### config.mk
export PLATFORM = sky130hd
export DESIGN_NAME = nco_multichannel
export DESIGN_NICKNAME = d
export VERILOG_FILES = /design/src/rtl/nco_pkg.sv /design/src/rtl/nco_wave_shaper.sv /design/src/rtl/nco_multichannel.sv
export SDC_FILE = /design/constraint.sdc
export NUM_CORES = 2
export LEC_CHECK = 0
export ABC_AREA = 0
export ABC_CLOCK_PERIOD_IN_PS = 11300
export CAP_MARGIN = 20
export CORE_ASPECT_RATIO = 1.5
export CORE_UTILIZATION = 40
export CTS_CLUSTER_DIAMETER = 100
export DETAILED_ROUTE_END_ITERATION = 8
export GPL_ROUTABILITY_DRIVEN = 0
export SLEW_MARGIN = 30
export SYNTH_ARGS = -nofsm -noshare
export SYNTH_HDL_FRONTEND = slang
export SYNTH_SLANG_ARGS = --single-unit
export TNS_END_PERCENT = 5
### constraint.sdc
create_clock -name clk_50MHz -period 11.3 [get_ports clk_50MHz]
set_clock_uncertainty 0.05 [all_clocks]
set_input_delay 2.26 -clock clk_50MHz [delete_from_list [all_inputs] [get_ports clk_50MHz]]
set_output_delay 2.26 -clock clk_50MHz [all_outputs]
set_load 0.02 [all_outputs]
### src/rtl/nco_pkg.sv
// rtl/nco_pkg.sv - shared types and elaboration-time helpers for the multichannel NCO
package nco_pkg;

  typedef enum logic [1:0] {
    SINE     = 2'd0,
    SQUARE   = 2'd1,
    TRIANGLE = 2'd2,
    SAW      = 2'd3
  } wave_t;

  function automatic int midscale(input int out_w);
    return 1 << (out_w - 1);
  endfunction

  // Integer Taylor series in Q30 so the table folds to constants without real math.
  function automatic int sine_mag(input int idx, input int addr_w, input int out_w);
    longint x;
    longint term;
    longint sum;
    longint amp;
    x    = (longint'(64'sd3373259426) * longint'(idx)) >>> (addr_w + 1);
    term = x;
    sum  = x;
    for (int k = 1; k <= 6; k++) begin
      term = (term * x) >>> 30;
      term = (term * x) >>> 30;
      term = -term / longint'((2 * k) * (2 * k + 1));
      sum  = sum + term;
    end
    amp = longint'((1 << (out_w - 1)) - 1);
    return int'((sum * amp + (longint'(1) <<< 29)) >>> 30);
  endfunction

endpackage

### src/rtl/nco_wave_shaper.sv
// rtl/nco_wave_shaper.sv - combinational phase-to-sample shaper with quarter-wave sine table
module nco_wave_shaper
  import nco_pkg::*;
#(
  parameter int PHASE_W = 10,
  parameter int OUT_W   = 8
) (
  input  logic [PHASE_W-1:0] p,
  input  wave_t              wave,
  output logic [OUT_W-1:0]   sample
);

  localparam int LUT_AW = PHASE_W - 2;
  localparam logic [OUT_W-1:0] MID = OUT_W'(midscale(OUT_W));

  logic [OUT_W-1:0]  lut [2**LUT_AW];
  logic [LUT_AW-1:0] addr;
  logic [OUT_W-1:0]  mag;
  logic [OUT_W-1:0]  tri_q;

  for (genvar i = 0; i < 2**LUT_AW; i++) begin : g_lut
    localparam int MAG = sine_mag(i, LUT_AW, OUT_W);
    assign lut[i] = OUT_W'(MAG);
  end

  always_comb begin
    // second and fourth quadrants walk the table backwards
    addr   = p[PHASE_W-2] ? ~p[LUT_AW-1:0] : p[LUT_AW-1:0];
    mag    = lut[addr];
    tri_q  = p[PHASE_W-2 -: OUT_W];
    sample = MID;
    case (wave)
      SAW:      sample = p[PHASE_W-1 -: OUT_W];
      SQUARE:   sample = p[PHASE_W-1] ? '0 : '1;
      TRIANGLE: sample = p[PHASE_W-1] ? ~tri_q : tri_q;
      default:  sample = p[PHASE_W-1] ? MID - mag : MID + mag;
    endcase
  end

endmodule

### src/rtl/nco_multichannel.sv
// rtl/nco_multichannel.sv - NUM_CH phase accumulators with shadowed config and 2-cycle sample pipe
module nco_multichannel
  import nco_pkg::*;
#(
  parameter int NUM_CH  = 4,
  parameter int ACC_W   = 32,
  parameter int PHASE_W = 10,
  parameter int OUT_W   = 8,
  localparam int CH_W   = (NUM_CH > 1) ? $clog2(NUM_CH) : 1
) (
  input  logic                    clk_50MHz,
  input  logic                    rst,
  input  logic                    sample_en,
  input  logic                    cfg_valid,
  output logic                    cfg_ready,
  input  logic [CH_W-1:0]         cfg_ch,
  input  logic [ACC_W-1:0]        cfg_ftw,
  input  logic [PHASE_W-1:0]      cfg_phase,
  input  logic [1:0]              cfg_wave,
  input  logic                    cfg_sync,
  output logic [NUM_CH*OUT_W-1:0] sample_out,
  output logic                    sample_valid
);

  localparam logic [OUT_W-1:0] MID = OUT_W'(midscale(OUT_W));

  logic [ACC_W-1:0]   acc       [NUM_CH];
  logic [ACC_W-1:0]   ftw       [NUM_CH];
  logic [PHASE_W-1:0] phase_off [NUM_CH];
  wave_t              wave      [NUM_CH];
  logic [ACC_W-1:0]   sh_ftw    [NUM_CH];
  logic [PHASE_W-1:0] sh_phase  [NUM_CH];
  wave_t              sh_wave   [NUM_CH];
  logic [NUM_CH-1:0]  sh_sync;
  logic [NUM_CH-1:0]  pending;

  logic [NUM_CH-1:0]  commit;
  logic [ACC_W-1:0]   eff_ftw   [NUM_CH];
  logic [PHASE_W-1:0] eff_phase [NUM_CH];
  wave_t              eff_wave  [NUM_CH];
  logic [ACC_W-1:0]   a         [NUM_CH];

  logic [PHASE_W-1:0] p_q       [NUM_CH];
  wave_t              wave_q    [NUM_CH];
  logic               p_valid;
  logic [OUT_W-1:0]   shaped    [NUM_CH];

  logic in_range;
  logic pend_sel;
  logic cfg_fire;

  assign in_range = (32'(cfg_ch) < NUM_CH);

  always_comb begin
    pend_sel = 1'b0;
    for (int c = 0; c < NUM_CH; c++) begin
      if (cfg_ch == CH_W'(c)) pend_sel = pending[c];
    end
  end

  // Out-of-range channels always accept so the writer never stalls on them.
  assign cfg_ready = !in_range || !pend_sel;
  assign cfg_fire  = cfg_valid && cfg_ready && in_range;

  always_comb begin
    for (int c = 0; c < NUM_CH; c++) begin
      commit[c]    = sample_en && pending[c];
      eff_ftw[c]   = commit[c] ? sh_ftw[c]   : ftw[c];
      eff_phase[c] = commit[c] ? sh_phase[c] : phase_off[c];
      eff_wave[c]  = commit[c] ? sh_wave[c]  : wave[c];
      a[c]         = (commit[c] && sh_sync[c]) ? '0 : acc[c];
    end
  end

  for (genvar g = 0; g < NUM_CH; g++) begin : g_shaper
    nco_wave_shaper #(
      .PHASE_W(PHASE_W),
      .OUT_W  (OUT_W)
    ) u_shaper (
      .p     (p_q[g]),
      .wave  (wave_q[g]),
      .sample(shaped[g])
    );
  end

  always_ff @(posedge clk_50MHz) begin
    if (!rst) begin
      p_valid      <= 1'b0;
      sample_valid <= 1'b0;
      pending      <= '0;
      sh_sync      <= '0;
      for (int c = 0; c < NUM_CH; c++) begin
        acc[c]       <= '0;
        ftw[c]       <= '0;
        phase_off[c] <= '0;
        wave[c]      <= SINE;
        sh_ftw[c]    <= '0;
        sh_phase[c]  <= '0;
        sh_wave[c]   <= SINE;
        p_q[c]       <= '0;
        wave_q[c]    <= SINE;
        sample_out[c*OUT_W +: OUT_W] <= MID;
      end
    end else begin
      p_valid      <= sample_en;
      sample_valid <= p_valid;
      for (int c = 0; c < NUM_CH; c++) begin
        if (cfg_fire && (cfg_ch == CH_W'(c))) begin
          sh_ftw[c]   <= cfg_ftw;
          sh_phase[c] <= cfg_phase;
          sh_wave[c]  <= wave_t'(cfg_wave);
          sh_sync[c]  <= cfg_sync;
          pending[c]  <= 1'b1;
        end
        if (sample_en) begin
          acc[c]    <= a[c] + eff_ftw[c];
          p_q[c]    <= a[c][ACC_W-1 -: PHASE_W] + eff_phase[c];
          wave_q[c] <= eff_wave[c];
        end
        if (commit[c]) begin
          ftw[c]       <= sh_ftw[c];
          phase_off[c] <= sh_phase[c];
          wave[c]      <= sh_wave[c];
          pending[c]   <= 1'b0;
        end
        if (p_valid) sample_out[c*OUT_W +: OUT_W] <= shaped[c];
      end
    end
  end

endmodule
==> flow_summary.json <==
{
  "layout-drive-gt1-share": 0.05546,
  "fin_ws_ns": 3.966,
  "r2r_slack_ns": 5.82,
  "final_area_sq_mm": 0.04663,
  "finalMaxSlewViolations": 0,
  "synthArstFlopShare": 0,
  "antenna_found_initial": 10,
  "vdd_drop_max_v": 0.0001357,
  "critical-path-top-delay-family": "compound AO/OA/AOI/OAI gates",
  "setup_viol": 0,
  "clk_pin_slew_ns": 0.07,
  "slowest_delay_ns": 0.87,
  "track_usage": 0.2445,
  "die_y_um": 404.4,
  "worst-path-max-fanout": 24,
  "fin_tns_setup_ns": 0,
  "grt_max_degree": 112,
  "hp-class": "flip-flop to flip-flop",
  "initial_core_util": 0.4035,
  "pin_count": 85,
  "critPathMostFrequentCell": "nand2_1",
  "die_width_um": 270.3,
  "synth_area_sq_mm": 0.04319,
  "synth_cell_type_count": 114,
  "cts_buffer_depth": 3,
  "outcome": "finished, final reports clean",
  "post_cts_buffers": 0,
  "crit_chain": "clkdlybuf4s50_1 > nand2_1 > buf_4 > nand2_1 > nand2_1 > ha_1 > fa_1 > a21oi_1 > o21bai_1 > a2111oi_0 > o21bai_1 > a32o_1 > a221oi_1 > o211ai_1 > a21oi_1 > xor2_1 > nor2_1",
  "cts_root_buf": "clkbuf_16",
  "place_area_sq_mm": 0.04458,
  "yosysSeqAreaShare": 0.3866,
  "crit_end": "acc[1][28]$_SDFFCE_PN0P_",
  "grt_pass1_vias": 35810,
  "cp-startpoint": "sample_en",
  "switching_share": 0.3540,
  "worstRegToRegCells": 18,
  "syn-num-nets": 5234,
  "synth_top_family_by_area": "simple AND/OR/NAND/NOR gates",
  "yosysWarnings": 0,
  "p_int_mw": 4.404,
  "synthAdderAreaFrac": 0.06049,
  "drtAntennaViolNets": 0,
  "drc": 0,
  "cts-resized-gates": 0,
  "cp_num_cells": 17,
  "rsz0062_at_grt": "false",
  "pre_cts_slack_ns": 3.253,
  "synth_edf_count": 528,
  "power.share.clock": 0.301,
  "end_kind": "flip-flop",
  "syn_avg_cell_area_sq_um": 8.674,
  "worst_ep_required_time_ns": 11.65,
  "maxCapViolations": 0,
  "muxShareOfSynthArea": 0.01309,
  "hpwlAfterDp_mm": 92.93,
  "period_share": 0.6490,
  "path_class": "input pin to flip-flop",
  "dr.first_iter.drc_count": 4967,
  "slowest_stage": "clkdlybuf4s50_1",
  "layout_min_cycle_time_ns": 7.334,
  "synth_xor_area_frac": 0.03749,
  "synth-compound-area-share": 0.2002,
  "cp-start-kind": "input pin",
  "clock_latency_ns": 0.67,
  "fin_nets": 5055,
  "wl_per_cell_um": 21.92,
  "path_buf_inv": 2,
  "dieArea_sq_mm": 0.1093,
  "max-slew-margin-rel": 0.3490,
  "routed_wl_mm": 137.4,
  "cts_tree": "yes",
  "layout_commonest_cell": "nand2_1",
  "utilization": 0.4356,
  "grt_pass1_wl_mm": 211.4,
  "ys.flop_type": "edfxtp_1",
  "grt_overflow_total": 0,
  "comb_power_share": 0.324,
  "drt_pass1_iterations": 8,
  "fillCellCount": 10580,
  "timing.rr.end": "sample_out[14]$_SDFFE_PN0P_",
  "max_freq_mhz": 136.4,
  "cts_made_buffers": 60,
  "hold_viol": 0,
  "rows": 147,
  "final_cell_mix": "nand2_1 (718), edfxtp_1 (528), nor2_1 (408)",
  "power_density_mw_per_mm2": 146.2,
  "postCtsHoldBufs": 0,
  "syn_inst": 4979,
  "cts.sinks": 570,
  "h-tree-depth": 2,
  "cp_data_arrival_time_ns": 7.68,
  "core_sq_mm": 0.1070,
  "io_buffers": 84,
  "switching_power_mw": 2.414,
  "synthSimpleGateAreaFrac": 0.2517,
  "vias": 38010,
  "tightest_slew_ns": 0.9729,
  "area_growth_pct": 7.969,
  "power_leakage_nw": 19.40,
  "reg2reg_from": "p_q[1][8]$_SDFFCE_PN0P_",
  "synth_seq_cells": 570,
  "min_from": "sample_out[20]$_SDFFE_PN0P_",
  "seq_power_share": 0.375,
  "vias_per_cell": 6.061
}
## power groups by stage
stage,logic [mW],clock network [mW],registers (mW)
finish,2.21,2.05,2.56
global route,2.39,2.17,2.57
CTS,2.16,2.09,2.55
detailed placement,2.15,0,2.60
global placement,2.14,0,2.60
floorplan,1.60,0,2.57
## tightest hold or removal path: cells and delay by family, from the launching register on
family | cells | cell delay (ns)
AO/OA/AOI/OAI | 1 | 0.05
flip-flops | 1 | 0.32
AND/OR/NAND/NOR | 1 | 0.04
## area by class of cell
class	count	area, sq um	share of cell area
diodes	5	12.51	0.0002683
clock inverters	33	342.8	0.007352
clock buffers	79	1698	0.03641
well taps	1415	1770	0.03797
multi-input cells	3914	24420	0.5237
repair buffers	138	1257	0.02697
inverters	116	435.4	0.009337
flip-flops and latches	570	16700	0.3580
## cells in the mapped netlist, types with 34 or more instances
library cell	number	area (sq um)
nand2_1	724	2718
edfxtp_1	528	15860
nor2_1	409	1535
and3_1	343	2146
a21oi_1	302	1511
clkbuf_1	238	893.4
o21ai_0	232	1161
and2_1	201	1257
ha_1	196	2452
nor3_1	117	585.6
inv_1	111	416.7
xnor2_1	102	893.4
nand2b_1	91	569.3
a21o_1	86	645.6
buf_2	84	420.4
xor2_1	81	709.4
nor2b_1	74	462.9
o22ai_1	67	419.2
nand3_1	62	310.3
a211oi_1	57	427.9
a31oi_1	57	356.6
o211ai_1	43	322.8
dfxtp_1	42	840.8
o21bai_1	35	262.8
a221oi_1	34	297.8
## logic make-up (layout without fill, tap and decap cells)
family                   Yosys count  in the layout
AO/OA/AOI/OAI                   1282           1282
XOR/XNOR                         184            184
adder cells (fa/ha/maj)          204            204
buffers and inverters            495            366
flip-flops                       570            570
multiplexers                      46             46
other                              0              5
AND/OR/NAND/NOR                 2198           2198
## routing by layer
| layer | vias to the layer above | part of all wire | track usage |
|---|---|---|---|
| met1 | 17970 | 0.40 | 0.3055 |
| met4 | 4 | 0.061 | 0.1342 |
| met2 | 1719 | 0.48 | 0.4121 |
| met5 | - | 0.00017 | 0 |
| li1 | 17870 | - | - |
| met3 | 439 | 0.064 | 0.02720 |
## flip-flops by register name, indices dropped and copies added, names as in the netlist, 8 cells and up
signal / count
phase_off: 40
sh_ftw: 128
acc: 128
ftw: 128
sample_out: 32
wave: 8
sh_phase: 40
wave_q: 8
sh_wave: 8
p_q: 40
## stage by stage
step,hold slack [ns],power [mW],instances
3_3_place_gp,0.3862,4.734,6152
3_5_place_dp,0.3929,4.746,6153
5_1_grt,0.4221,7.129,6265
2_1_floorplan,0.4335,4.176,4979
6_report,0.4006,6.818,6270
4_1_cts,0.4062,6.803,6265
## worst min-delay path by stage
stage | endpoint | slack, ns | depth (start not counted)
2_1_floorplan | sh_sync[0]$_SDFFE_PN0P_ | 0.43 | 2
3_3_place_gp | sample_out[4]$_SDFFE_PN0P_ | 0.39 | 1
3_5_place_dp | sample_out[19]$_SDFFE_PN0P_ | 0.39 | 2
4_1_cts | sample_out[19]$_SDFFE_PN0P_ | 0.41 | 2
5_1_grt | sample_out[28]$_SDFFE_PN0P_ | 0.42 | 2
6_report | sample_out[20]$_SDFFE_PN0P_ | 0.40 | 2
(Power assumes the default switching activity.)
